**src/rtl/quant_pkg.sv**
```systemverilog
// Shared widths, int8 saturation bounds and dequant FSM state encoding.
// Latency: n/a (declarations only).
// Backpressure: n/a.
package quant_pkg;

    localparam int ACT_W = 8;
    localparam int ZP_W  = 8;
    localparam int DEQ_W = 9;

    localparam logic signed [DEQ_W-1:0] INT8_MIN = -9'sd128;
    localparam logic signed [DEQ_W-1:0] INT8_MAX = 9'sd127;

    typedef enum logic [1:0] {
        IDLE  = 2'd0,
        RUN   = 2'd1,
        DRAIN = 2'd2
    } dq_state_t;

endpackage

```
**src/rtl/dequant_lane.sv**
```systemverilog
// One lane: q - zero_point as 9-bit signed; DEQUANT_CLAMP_INT8_EN saturates to int8 range.
// Latency: combinational.
// Backpressure: none, pure function of inputs.
module dequant_lane
    import quant_pkg::*;
(
    input  logic        [ACT_W-1:0] q,
    input  logic        [ZP_W-1:0]  zp,
    output logic signed [DEQ_W-1:0] d
);

    logic signed [DEQ_W-1:0] diff;

    // Both operands zero-extended, so the 9-bit difference spans [-255,255] exactly.
    assign diff = $signed({1'b0, q}) - $signed({1'b0, zp});

`ifdef DEQUANT_CLAMP_INT8_EN
    always_comb begin
        d = diff;
        if (diff > INT8_MAX) begin
            d = INT8_MAX;
        end else if (diff < INT8_MIN) begin
            d = INT8_MIN;
        end
    end
`else
    assign d = diff;
`endif

endmodule

```
**src/rtl/module_dequant_stream.sv**
```systemverilog
// Streams uint8 beats to signed 9-bit lanes with optional zero border (DEQUANT_CLAMP_INT8_EN clamps).
// Latency: one cycle from accepted input beat (or border slot) to m_valid.
// Backpressure: m_valid && !m_ready holds m_data, freezes counters and drops s_ready.
module module_dequant_stream
    import quant_pkg::*;
#(
    parameter int LANES = 8,
    parameter int DIM_W = 10
) (
    input  logic                   clk,
    input  logic                   rst_n,
    input  logic                   start,
    input  logic [DIM_W-1:0]       cfg_width,
    input  logic [DIM_W-1:0]       cfg_height,
    input  logic                   cfg_pad,
    input  logic [7:0]             zero_point,
    input  logic                   s_valid,
    output logic                   s_ready,
    input  logic [LANES*8-1:0]     s_data,
    output logic                   m_valid,
    input  logic                   m_ready,
    output logic [LANES*9-1:0]     m_data,
    output logic                   busy,
    output logic                   done
);

    // One extra bit: padded frame dimension can reach 1025.
    localparam int CW = DIM_W + 1;

    dq_state_t              state_q, state_d;
    logic [DIM_W-1:0]       width_q, height_q;
    logic                   pad_q;
    logic [ZP_W-1:0]        zp_q;
    logic [CW-1:0]          col_q, row_q;
    logic [CW-1:0]          col_last, row_last, pad2;
    logic                   col_int, row_int, interior;
    logic                   load_en, advance, last_beat, run;
    logic [LANES*DEQ_W-1:0] lane_dat;

    for (genvar i = 0; i < LANES; i++) begin : g_lane
        dequant_lane u_lane (
            .q  (s_data[i*ACT_W +: ACT_W]),
            .zp (zp_q),
            .d  (lane_dat[i*DEQ_W +: DEQ_W])
        );
    end

    assign pad2      = {{(CW-2){1'b0}}, pad_q, 1'b0};
    assign col_last  = {1'b0, width_q}  + pad2 - CW'(1);
    assign row_last  = {1'b0, height_q} + pad2 - CW'(1);
    assign col_int   = !pad_q || ((col_q != '0) && (col_q != col_last));
    assign row_int   = !pad_q || ((row_q != '0) && (row_q != row_last));
    assign interior  = col_int && row_int;
    assign last_beat = (col_q == col_last) && (row_q == row_last);
    assign run       = (state_q == RUN);
    assign load_en   = !m_valid || m_ready;
    // Border slots need no input; interior slots wait for s_valid.
    assign advance   = run && load_en && (!interior || s_valid);

    always_ff @(posedge clk) begin
        if (!rst_n) begin
            state_q <= IDLE;
        end else begin
            state_q <= state_d;
        end
    end

    always_comb begin
        state_d = state_q;
        case (state_q)
            IDLE:    if (start) state_d = RUN;
            RUN:     if (advance && last_beat) state_d = DRAIN;
            DRAIN:   if (m_valid && m_ready) state_d = IDLE;
            default: state_d = IDLE;
        endcase
    end

    always_comb begin
        busy    = 1'b0;
        s_ready = 1'b0;
        if (state_q != IDLE) busy = 1'b1;
        if (run && interior && load_en) s_ready = 1'b1;
    end

    always_ff @(posedge clk) begin
        if (!rst_n) begin
            width_q  <= '0;
            height_q <= '0;
            pad_q    <= 1'b0;
            zp_q     <= '0;
            col_q    <= '0;
            row_q    <= '0;
            m_valid  <= 1'b0;
            m_data   <= '0;
            done     <= 1'b0;
        end else begin
            done <= 1'b0;
            if ((state_q == IDLE) && start) begin
                width_q  <= cfg_width;
                height_q <= cfg_height;
                pad_q    <= cfg_pad;
                zp_q     <= zero_point;
                col_q    <= '0;
                row_q    <= '0;
            end
            if (advance) begin
                m_valid <= 1'b1;
                m_data  <= interior ? lane_dat : '0;
                if (col_q == col_last) begin
                    col_q <= '0;
                    row_q <= row_q + CW'(1);
                end else begin
                    col_q <= col_q + CW'(1);
                end
            end else if (m_valid && m_ready) begin
                m_valid <= 1'b0;
            end
            if ((state_q == DRAIN) && m_valid && m_ready) begin
                done <= 1'b1;
            end
        end
    end

endmodule

```
**config.mk**
```make
export PLATFORM = sky130hd
export DESIGN_NAME = module_dequant_stream
export DESIGN_NICKNAME = d
export VERILOG_FILES = /design/src/rtl/quant_pkg.sv /design/src/rtl/dequant_lane.sv /design/src/rtl/module_dequant_stream.sv
export SDC_FILE = /design/constraint.sdc
export NUM_CORES = 1
export LEC_CHECK = 0
export CAP_MARGIN = 20
export CORE_ASPECT_RATIO = 0.5
export CORE_MARGIN = 4
export CORE_UTILIZATION = 55
export DETAILED_ROUTE_END_ITERATION = 10
export DONT_BUFFER_PORTS = 1
export MAX_ROUTING_LAYER = met4
export PLACE_DENSITY = 0.7
export SYNTH_ARGS = -nofsm -noshare
export SYNTH_HDL_FRONTEND = slang
export SYNTH_SLANG_ARGS = --single-unit
export TNS_END_PERCENT = 5
```
**constraint.sdc**
```tcl
create_clock -name clk -period 10 [get_ports clk]
set_clock_uncertainty 0.15 [all_clocks]
set_input_delay 1.5 -clock clk [delete_from_list [all_inputs] [get_ports clk]]
set_output_delay 1.5 -clock clk [all_outputs]
set_load 0.005 [all_outputs]
```
# Word-level counts from Yosys, hierarchy flattened
# Cells that the tools add are included.
# op_classes
n_eq_ne	9
mux	16
n_reduce_logical	27
addsub	14
# op_table
operator	count
$mux W72	1
$sub A8 B8 Y9	8
$mux W11	6
$add A10 B2 Y11	2
$add A11 B1 Y11 const B	2
$eq A11 B11 Y1	2
$ne A11 B11 Y1	2
$reduce_bool A11 Y1	2
$sub A11 B1 Y11 const B	2
$logic_and A1 B1 Y1	13
$mux W2	3
$pmux W2 S3	1
$reduce_bool A2 Y1	3
$mux W1	5
$logic_or A1 B1 Y1	4
$ne A2 B2 Y1 const B	2
$logic_not A1 Y1	3
$reduce_and A3 Y1	1
$eq A2 B1 Y1 const B	1
$eq A2 B2 Y1 const B	1
$logic_not A2 Y1	1
$ne A2 B1 Y1 const B	1
# totals
in_bits	98
output_inout_bits	76
regBits	127

# Depth between registers and ports, before layout
# Gate-level depths: netlist (run 1).
# depth
depth_word	12
depth_mapped	16

# Cells and area by module
# Synthesis (run 1) repeated with hierarchy kept, for this count alone.
# unflattened
cells_unflattened	1033
area_unflattened_um2	8866.0
# modules_own_cells
mod	area_each_um2	cells_each	seq_area_each_um2	instances
module_dequant_stream	6044.5	649	2542.4	1
dequant_lane (g_lane[0].u_lane ...)	354.1	48	0.0	7
dequant_lane (g_lane[5].u_lane)	342.8	48	0.0	1

# Worst setup path before layout (run 1)
# OpenSTA, ideal clock, no wires.
# synth_path
path_kind	flip-flop to output port
start	register pad_q
end	output s_ready
slack_ps	5284
stages_incl_launch_ff	16
t_arrival_ps	3066
path_buffers	2
cell_sequence	dfxtp_1 > inv_1 > ha_1 > inv_1 > ha_1 > inv_1 > fa_1 > xnor2_1 > a2111o_1 > a211oi_2 > o311ai_1 > nor4_4 > o31ai_1 > nor2b_1 > buf_2 > buf_4
# synth_via
elab_chain_cells	9
elab_cells_between_ends	15
# synth_lines
element	line	rtl
start: declaration	module_dequant_stream.sv:32	logic pad_q;
start signal: assignment	module_dequant_stream.sv:101	pad_q <= cfg_pad;
$add A10 B2 Y11 (on tied branches)	module_dequant_stream.sv:49, module_dequant_stream.sv:50	
$sub A11 B1 Y11 (on tied branches)	module_dequant_stream.sv:49, module_dequant_stream.sv:50	
$ne A11 B11 Y1 (on tied branches)	module_dequant_stream.sv:51, module_dequant_stream.sv:52	
$logic_and A1 B1 Y1 (on tied branches)	module_dequant_stream.sv:51, module_dequant_stream.sv:52	
$logic_or A1 B1 Y1 (on tied branches)	module_dequant_stream.sv:51, module_dequant_stream.sv:52	
$logic_and A1 B1 Y1 (*)	module_dequant_stream.sv:53	assign interior = col_int && row_int;
$logic_and A1 B1 Y1 (*) (2 in series)	module_dequant_stream.sv:82	if (run && interior && load_en) s_ready = 1'b1;
$mux W1 (*)	module_dequant_stream.sv:82	
end: declaration	module_dequant_stream.sv:18	output logic s_ready,
# Mark *: on every way between the ends. The rest lies on a longest branch, timed or not.

# Worst setup path after layout (run 1)
# Ends and elaborated chain as after synthesis.

==> results.py, run 1 <==
metrics = {
    "status": {
        "status": "complete, no violations",
    },
    "placement": {
        "place_congestion": 0.913,
        "portBuffers": 0,
        "postPlaceCellArea_um2": 8080,
        "dpl_wire_length_mm": 14.5,
    },
    "clocking": {
        "postCtsHoldBufs": 0,
        "cts_tree": "done",
        "cts_sinks": 127,
        "cts_made_buffers": 17,
        "clk_path_buf_depth": 2,
        "clock_tree.root_cell": "sky130_fd_sc_hd__clkbuf_16",
        "clk_pin_slew_ns": 0.06,
        "clk-insertion-delay-late_ns": 0.42,
        "post_cts_buffers": 0,
        "post_cts_resized": 0,
        "cts_max_level": 4,
    },
    "flow_run": {
        "max_cap_viol_count": 0,
    },
    "synthesis": {
        "ys_seq_area_share_pct": 31.9,
        "syn-num-nets": 1062,
        "synthTopCellsByArea": "sky130_fd_sc_hd__dfxtp_1 (32%), sky130_fd_sc_hd__ha_1 (14%), sky130_fd_sc_hd__a21o_1 (6.7%)",
        "synth.distinct_cells": 57,
        "yosys.area.top_type_share_pct": 31.9,
        "synth-main-ff-cell": "sky130_fd_sc_hd__dfxtp_1",
        "syn-cell-area_um2": 7970,
        "synthDominantAreaCellType": "sky130_fd_sc_hd__dfxtp_1",
        "ys_warn_count": 0,
        "postSynth.asyncResetShare_pct": 0,
        "synth_seq_cells": 127,
        "synthTopCellsByCount": "sky130_fd_sc_hd__dfxtp_1 (127), sky130_fd_sc_hd__ha_1 (88), sky130_fd_sc_hd__nand2_1 (78)",
        "postSynthCellCount": 866,
        "syn-mean-instance-area_um2": 9.20,
        "yosysMostFrequentCell": "sky130_fd_sc_hd__dfxtp_1",
        "synth-edff-count": 0,
    },
    "floorplanning": {
        "floorplan.initialDensity_pct": 57.5,
        "die-area_um2": 16600,
        "rows": 30,
        "pin_count": 174,
        "core_area_um2": 13900,
        "fp.dieW_um": 178,
        "die_height_um": 93.1,
    },
    "timing": {
        "final.hold.worst_slack_ns": 0.305,
        "clock.fmax_mhz": 186,
        "final_period_minus_worst_setup_slack_ns": 5.38,
        "report.final.slew_viol_count": 0,
        "timing_hold_violations_final": 0,
        "grt_setup_unrepaired": "false",
        "final_min_period_over_clock_period_pct": 53.8,
        "setup_viol": 0,
        "tightest_slew_ns": 0.963,
        "tns_ns": 0,
        "maxSlewHeadroom_pct": 35.8,
    },
    "setup_path": {
        "cp-start-kind": "flip-flop",
        "worst-path-max-fanout": 17,
        "r2r_setup_slack_ns": 5.72,
        "cp-end-kind": "output port",
        "worstPathRequired_ns": 8.35,
        "worstPathArrival_ns": 3.73,
        "timing_worst_setup_path_type": "flip-flop to output port",
    },
    "global_route": {
        "globalRouteOverflowTotal": 0,
        "grtUsageTotal_pct": 26.0,
        "grt_pass1_wl_mm": 33.2,
        "grt_max_degree": 84,
        "grt_pass1_vias": 6424,
        "number_of_antenna_violations_at_the_first_check_in_global_routing": 0,
    },
    "detailed_routing": {
        "drc": 0,
        "drt-vias-per-instance": 5.96,
        "vias": 6316,
        "post_route_ant_nets": 0,
        "drt-pass1-iter-count": 5,
        "detail_route.wirelength_mm": 20.4,
        "first_iter_violations": 311,
        "post_drt_wl_per_cell_um": 19.3,
    },
    "power": {
        "cellPowerDensity_nw_per_um2": 168,
        "total_power_w": 0.00146,
        "irDropWorstVdd_mv": 0.115,
        "total_leakage_power_nw": 3.56,
    },
    "final_layout": {
        "antenna_cells": 0,
        "num-fill-cells": 1169,
        "final_stage_net_count": 1050,
        "multi_input_comb_area_um2": 5010,
        "final_cell_area_um2": 8690,
        "ff_latch_area_um2": 2540,
        "area_growth_pct": 9.04,
        "final_layout_size_suffix_gt1_share_pct": 5.54,
        "utilization_pct": 62.7,
    },
    "worst_hold_path": {
        "hp-class": "flip-flop to flip-flop",
    },
}
## power breakdown
group	switching, W	internal (W)
Clock	0.000246	0.000374
Combinational	0.000156	0.000128
Sequential	0.0000218	0.000530
## logic make-up after synthesis
group	share of synthesized area (%)
buffers and inverters	5.26
XOR/XNOR	8.90
AND/OR/NAND/NOR	11.5
multiplexers	0.754
flip-flops	31.9
AO/OA/AOI/OAI	25.4
adder cells (fa/ha/maj)	16.3
## final cells by class
cell class                      instances  area share (%)
Clock buffer                           19            5.10
Tap cell                              192            2.76
Multi-Input combinational cell        639            57.7
Timing Repair Buffer                    6           0.893
Clock inverter                         13            1.60
Sequential cell                       127            29.3
Inverter                               63            2.72
## registers in the layout (all words and copies together), names as in the netlist
register  count
col_q        11
done          1
height_q     10
m_data       72
m_valid       1
pad_q         1
row_q        11
state_q       2
width_q      10
zp_q          8
## routing by layer
metal  part of all wire, %  vias up  global-route usage [%]
li1                      -     3124                       -
met1                    43     2996                    31.3
met2                    47      179                    42.2
met3                   8.8       17                    9.98
met4                  0.94        0                    5.17
met5                     0        -                       -
## per-stage QoR
stage	setup slack [ns]	std cells
after floorplan	5.28	866
after global placement	5.17	1025
after detailed placement	5.09	1026
after CTS	4.62	1058
after global routing	4.43	1059
final	4.62	1059
## final timing paths
kind                            startpoint    endpoint  depth (start not counted)
worst max-delay path                 pad_q     s_ready                         14
worst min-delay path            width_q[1]  width_q[1]                          2
worst max register to register       pad_q  m_data[35]                         15
worst min register to register  width_q[1]  width_q[1]                          2
## placed cells by master (no fill, tap or decap), types with 17 or more instances in the layout
cell type / count
sky130_fd_sc_hd__a21o_1: 71
sky130_fd_sc_hd__a21oi_1: 61
sky130_fd_sc_hd__clkbuf_16: 17
sky130_fd_sc_hd__dfxtp_1: 127
sky130_fd_sc_hd__ha_1: 88
sky130_fd_sc_hd__inv_1: 62
sky130_fd_sc_hd__nand2_1: 78
sky130_fd_sc_hd__o2bb2ai_1: 57
sky130_fd_sc_hd__xnor2_1: 57
sky130_fd_sc_hd__xor2_1: 24
## worst max-delay path, stage by stage (launching register included)
cell and delay [ns]:
sky130_fd_sc_hd__dfxtp_1 0.37, sky130_fd_sc_hd__inv_1 0.09, sky130_fd_sc_hd__ha_1 0.27, sky130_fd_sc_hd__inv_1 0.04
sky130_fd_sc_hd__ha_1 0.18, sky130_fd_sc_hd__inv_1 0.07, sky130_fd_sc_hd__fa_1 0.42, sky130_fd_sc_hd__xnor2_1 0.13
sky130_fd_sc_hd__a2111o_1 0.39, sky130_fd_sc_hd__a211oi_2 0.21, sky130_fd_sc_hd__o311ai_1 0.18, sky130_fd_sc_hd__nor4_4 0.39
sky130_fd_sc_hd__o31ai_1 0.17, sky130_fd_sc_hd__nor2b_2 0.18, sky130_fd_sc_hd__buf_4 0.22
Power figures use the tool's default switching activity.
==> run 2: changes to the inputs <==
--- a/config.mk
+++ b/config.mk
@@ -12,7 +12,7 @@
 export DETAILED_ROUTE_END_ITERATION = 10
 export DONT_BUFFER_PORTS = 1
 export MAX_ROUTING_LAYER = met4
-export PLACE_DENSITY = 0.7
+export PLACE_DENSITY = 0.73
 export SYNTH_ARGS = -nofsm -noshare
 export SYNTH_HDL_FRONTEND = slang
 export SYNTH_SLANG_ARGS = --single-unit
==> constraint.sdc (replaced) <==
create_clock -name clk -period 4.55 [get_ports clk]
set_clock_uncertainty 0.15 [all_clocks]
set_input_delay 0.6825 -clock clk [delete_from_list [all_inputs] [get_ports clk]]
set_output_delay 0.6825 -clock clk [all_outputs]
set_load 0.005 [all_outputs]
==> run 2 against run 1 <==
  * Sequential cell count unchanged
  * Clock-buffer cell count decreased by 2
  * Sequential power grew 120%
  * Largest power group unchanged
  * Highest routed layer unchanged
==> results.py, run 2 (same netlist as run 1, synthesis figures left out) <==
metrics = {
    "detailed_routing": {
        "vias": 6329,
        "post_route_ant_nets": 0,
        "detail_route.wirelength_mm": 20.2,
        "drt-pass1-iter-count": 5,
        "first_iter_violations": 306,
        "drc": 0,
        "post_drt_wl_per_cell_um": 19.1,
        "drt-vias-per-instance": 5.98,
    },
    "final_layout": {
        "final_layout_size_suffix_gt1_share_pct": 5.77,
        "ff_latch_area_um2": 2540,
        "stdcell_count": 1059,
        "num-fill-cells": 1150,
        "final_stage_net_count": 1051,
        "antenna_cells": 0,
        "largest_register_ff_count": 72,
        "max_flop_register": "m_data",
        "layout_commonest_cell": "sky130_fd_sc_hd__dfxtp_1",
        "area_growth_pct": 9.89,
        "most-common-layout-cells": "sky130_fd_sc_hd__dfxtp_1 (127), sky130_fd_sc_hd__ha_1 (88), sky130_fd_sc_hd__nand2_1 (78)",
        "layout_top_registers": "m_data x72, col_q x11, row_q x11",
        "multi_input_comb_area_um2": 5030,
    },
    "timing": {
        "final_period_minus_worst_setup_slack_ns": 4.30,
        "tns_ns": 0,
        "maxSlewHeadroom_pct": 41.5,
        "tightest_slew_ns": 0.877,
        "timing_hold_violations_final": 0,
        "clock.fmax_mhz": 233,
        "final_min_period_over_clock_period_pct": 94.5,
        "grt_setup_unrepaired": "false",
        "layout_setup_ws_ns": 0.252,
        "setup_viol": 0,
        "report.final.slew_viol_count": 0,
    },
    "flow_run": {
        "max_cap_viol_count": 0,
    },
    "clocking": {
        "cts_made_buffers": 17,
        "clk_pin_slew_ns": 0.06,
        "cts_tree": "done",
        "clk-insertion-delay-late_ns": 0.41,
        "cts_max_level": 4,
        "clock_tree.root_cell": "sky130_fd_sc_hd__clkbuf_16",
        "postCtsHoldBufs": 0,
        "clk_path_buf_depth": 2,
        "cts_sinks": 127,
    },
    "worst_hold_path": {
        "min_delay_path_depth": 1,
        "hp-class": "primary input to flip-flop",
        "min_to": "row_q[2]",
        "hp-start": "rst_n",
    },
    "global_route": {
        "grtUsageTotal_pct": 25.5,
        "grt_pass1_wl_mm": 32.6,
        "number_of_antenna_violations_at_the_first_check_in_global_routing": 0,
        "globalRouteOverflowTotal": 0,
        "grt_pass1_vias": 6310,
        "grt_max_degree": 84,
    },
    "floorplanning": {
        "pin_count": 174,
        "die-area_um2": 16600,
        "fp.dieW_um": 178,
        "core_area_um2": 13900,
        "die_height_um": 93.1,
        "floorplan.initialDensity_pct": 57.5,
        "rows": 30,
    },
    "setup_path": {
        "critical_path.top_delay_family": "compound AO/OA/AOI/OAI gates",
        "r2r_endpoint": "m_data[28]",
        "timing_worst_setup_path_type": "flip-flop to output port",
        "worst-path-max-fanout": 4,
        "crit_path_cell_trace": "inv_1 -> ha_1 -> inv_1 -> ha_1 -> inv_1 -> fa_1 -> xnor2_1 -> a2111o_1 -> a211oi_2 -> o311ai_1 -> nor4_4 -> o31ai_2 -> nor2b_4",
        "crit_path_frequent_cell": "sky130_fd_sc_hd__inv_1",
        "timing.critical_path.slowest_cell_delay_ns": 0.47,
        "r2r_setup_slack_ns": 0.39,
        "cp-start-kind": "flip-flop",
        "worst-path-buf-inv": 3,
        "cp-end-kind": "output port",
        "worst-r2r-cell-count": 16,
        "worstPathArrival_ns": 3.47,
        "worstPathRequired_ns": 3.72,
        "timing.critical_path.slowest_stage_cell": "sky130_fd_sc_hd__fa_1",
        "reg_to_reg_start": "pad_q",
    },
    "power": {
        "cellPowerDensity_nw_per_um2": 370,
        "irDropWorstVdd_mv": 0.238,
        "total_leakage_power_nw": 3.58,
    },
    "placement": {
        "worst_slack_after_detailed_placement_ns": 0.508,
        "place_congestion": 0.883,
        "portBuffers": 0,
        "dpl_wire_length_mm": 14.5,
        "number_of_instances_in_the_placed_design": 1026,
    },
    "status": {
        "status": "complete, no violations",
    },
}
run 2: changes by cell type in the layout (fill, tap and decap cells not counted):
cell,delta
sky130_fd_sc_hd__clkinv_2,-4
sky130_fd_sc_hd__clkinvlp_4,+2
sky130_fd_sc_hd__a2111oi_2,-1
sky130_fd_sc_hd__o31ai_2,+1
sky130_fd_sc_hd__clkbuf_1,-1
sky130_fd_sc_hd__nor2b_4,+1
sky130_fd_sc_hd__bufinv_16,+1
sky130_fd_sc_hd__o31ai_1,-1
sky130_fd_sc_hd__a2111oi_4,+1
sky130_fd_sc_hd__buf_12,+1
sky130_fd_sc_hd__clkbuf_8,-1
sky130_fd_sc_hd__nor2b_2,-1
sky130_fd_sc_hd__inv_6,+2
run 2: worst max-delay path by stage:
stage,from,to,slack [ns],depth (start not counted)
4_1_cts,pad_q,s_ready,0.06,13
6_report,pad_q,s_ready,0.25,13
2_1_floorplan,pad_q,s_ready,0.65,15
3_3_place_gp,width_q[1],m_data[35],0.51,15
5_1_grt,pad_q,s_ready,0.05,13
3_5_place_dp,pad_q,m_data[37],0.51,15
run 2: report_power, final:
group / switching [W] / internal, W / leakage [nW]
clock network: 0.000531 / 0.000867 / 0.283
registers: 0.0000487 / 0.00117 / 1.03
logic: 0.000347 / 0.000284 / 2.26
run 2: area by class of cell:
type,count,share of cell area [%]
multi-input combinational,639,57.5
clock buffer,17,4.86
clock inverter,14,2.07
inverter,63,2.70
tap,192,2.74
sequential,127,29.0
timing repair buffer,7,1.11
run 2: per-layer routing:
| layer | routed length (µm) | global-route usage, % | up-vias |
|---|---|---|---|
| met1 | 8990 | 32.4 | 2998 |
| met3 | 1480 | 7.59 | 30 |
| met4 | 374 | 7.47 | 0 |
| li1 | - | - | 3113 |
| met5 | 0 | - | - |
| met2 | 9350 | 39.8 | 188 |
run 2: through the flow:
stage | total power, W | utilization (%) | hold slack [ns] | area (µm²)
after global routing | 0.00341 | 63.2 | 0.232 | 8760
after floorplan | 0.00173 | - | 0.281 | 7970
final | 0.00324 | 63.2 | 0.245 | 8760
after detailed placement | 0.00185 | 58.4 | 0.298 | 8090
after CTS | 0.00326 | 62.8 | 0.229 | 8700
after global placement | 0.00184 | 58.4 | 0.292 | 8090
run 2: timing repair:
item                                    CTS  global route
endpoints found under the hold margin     0             0
endpoints found under the setup margin    0             1
setup buffers                             0             1
gates resized for setup                   0             3
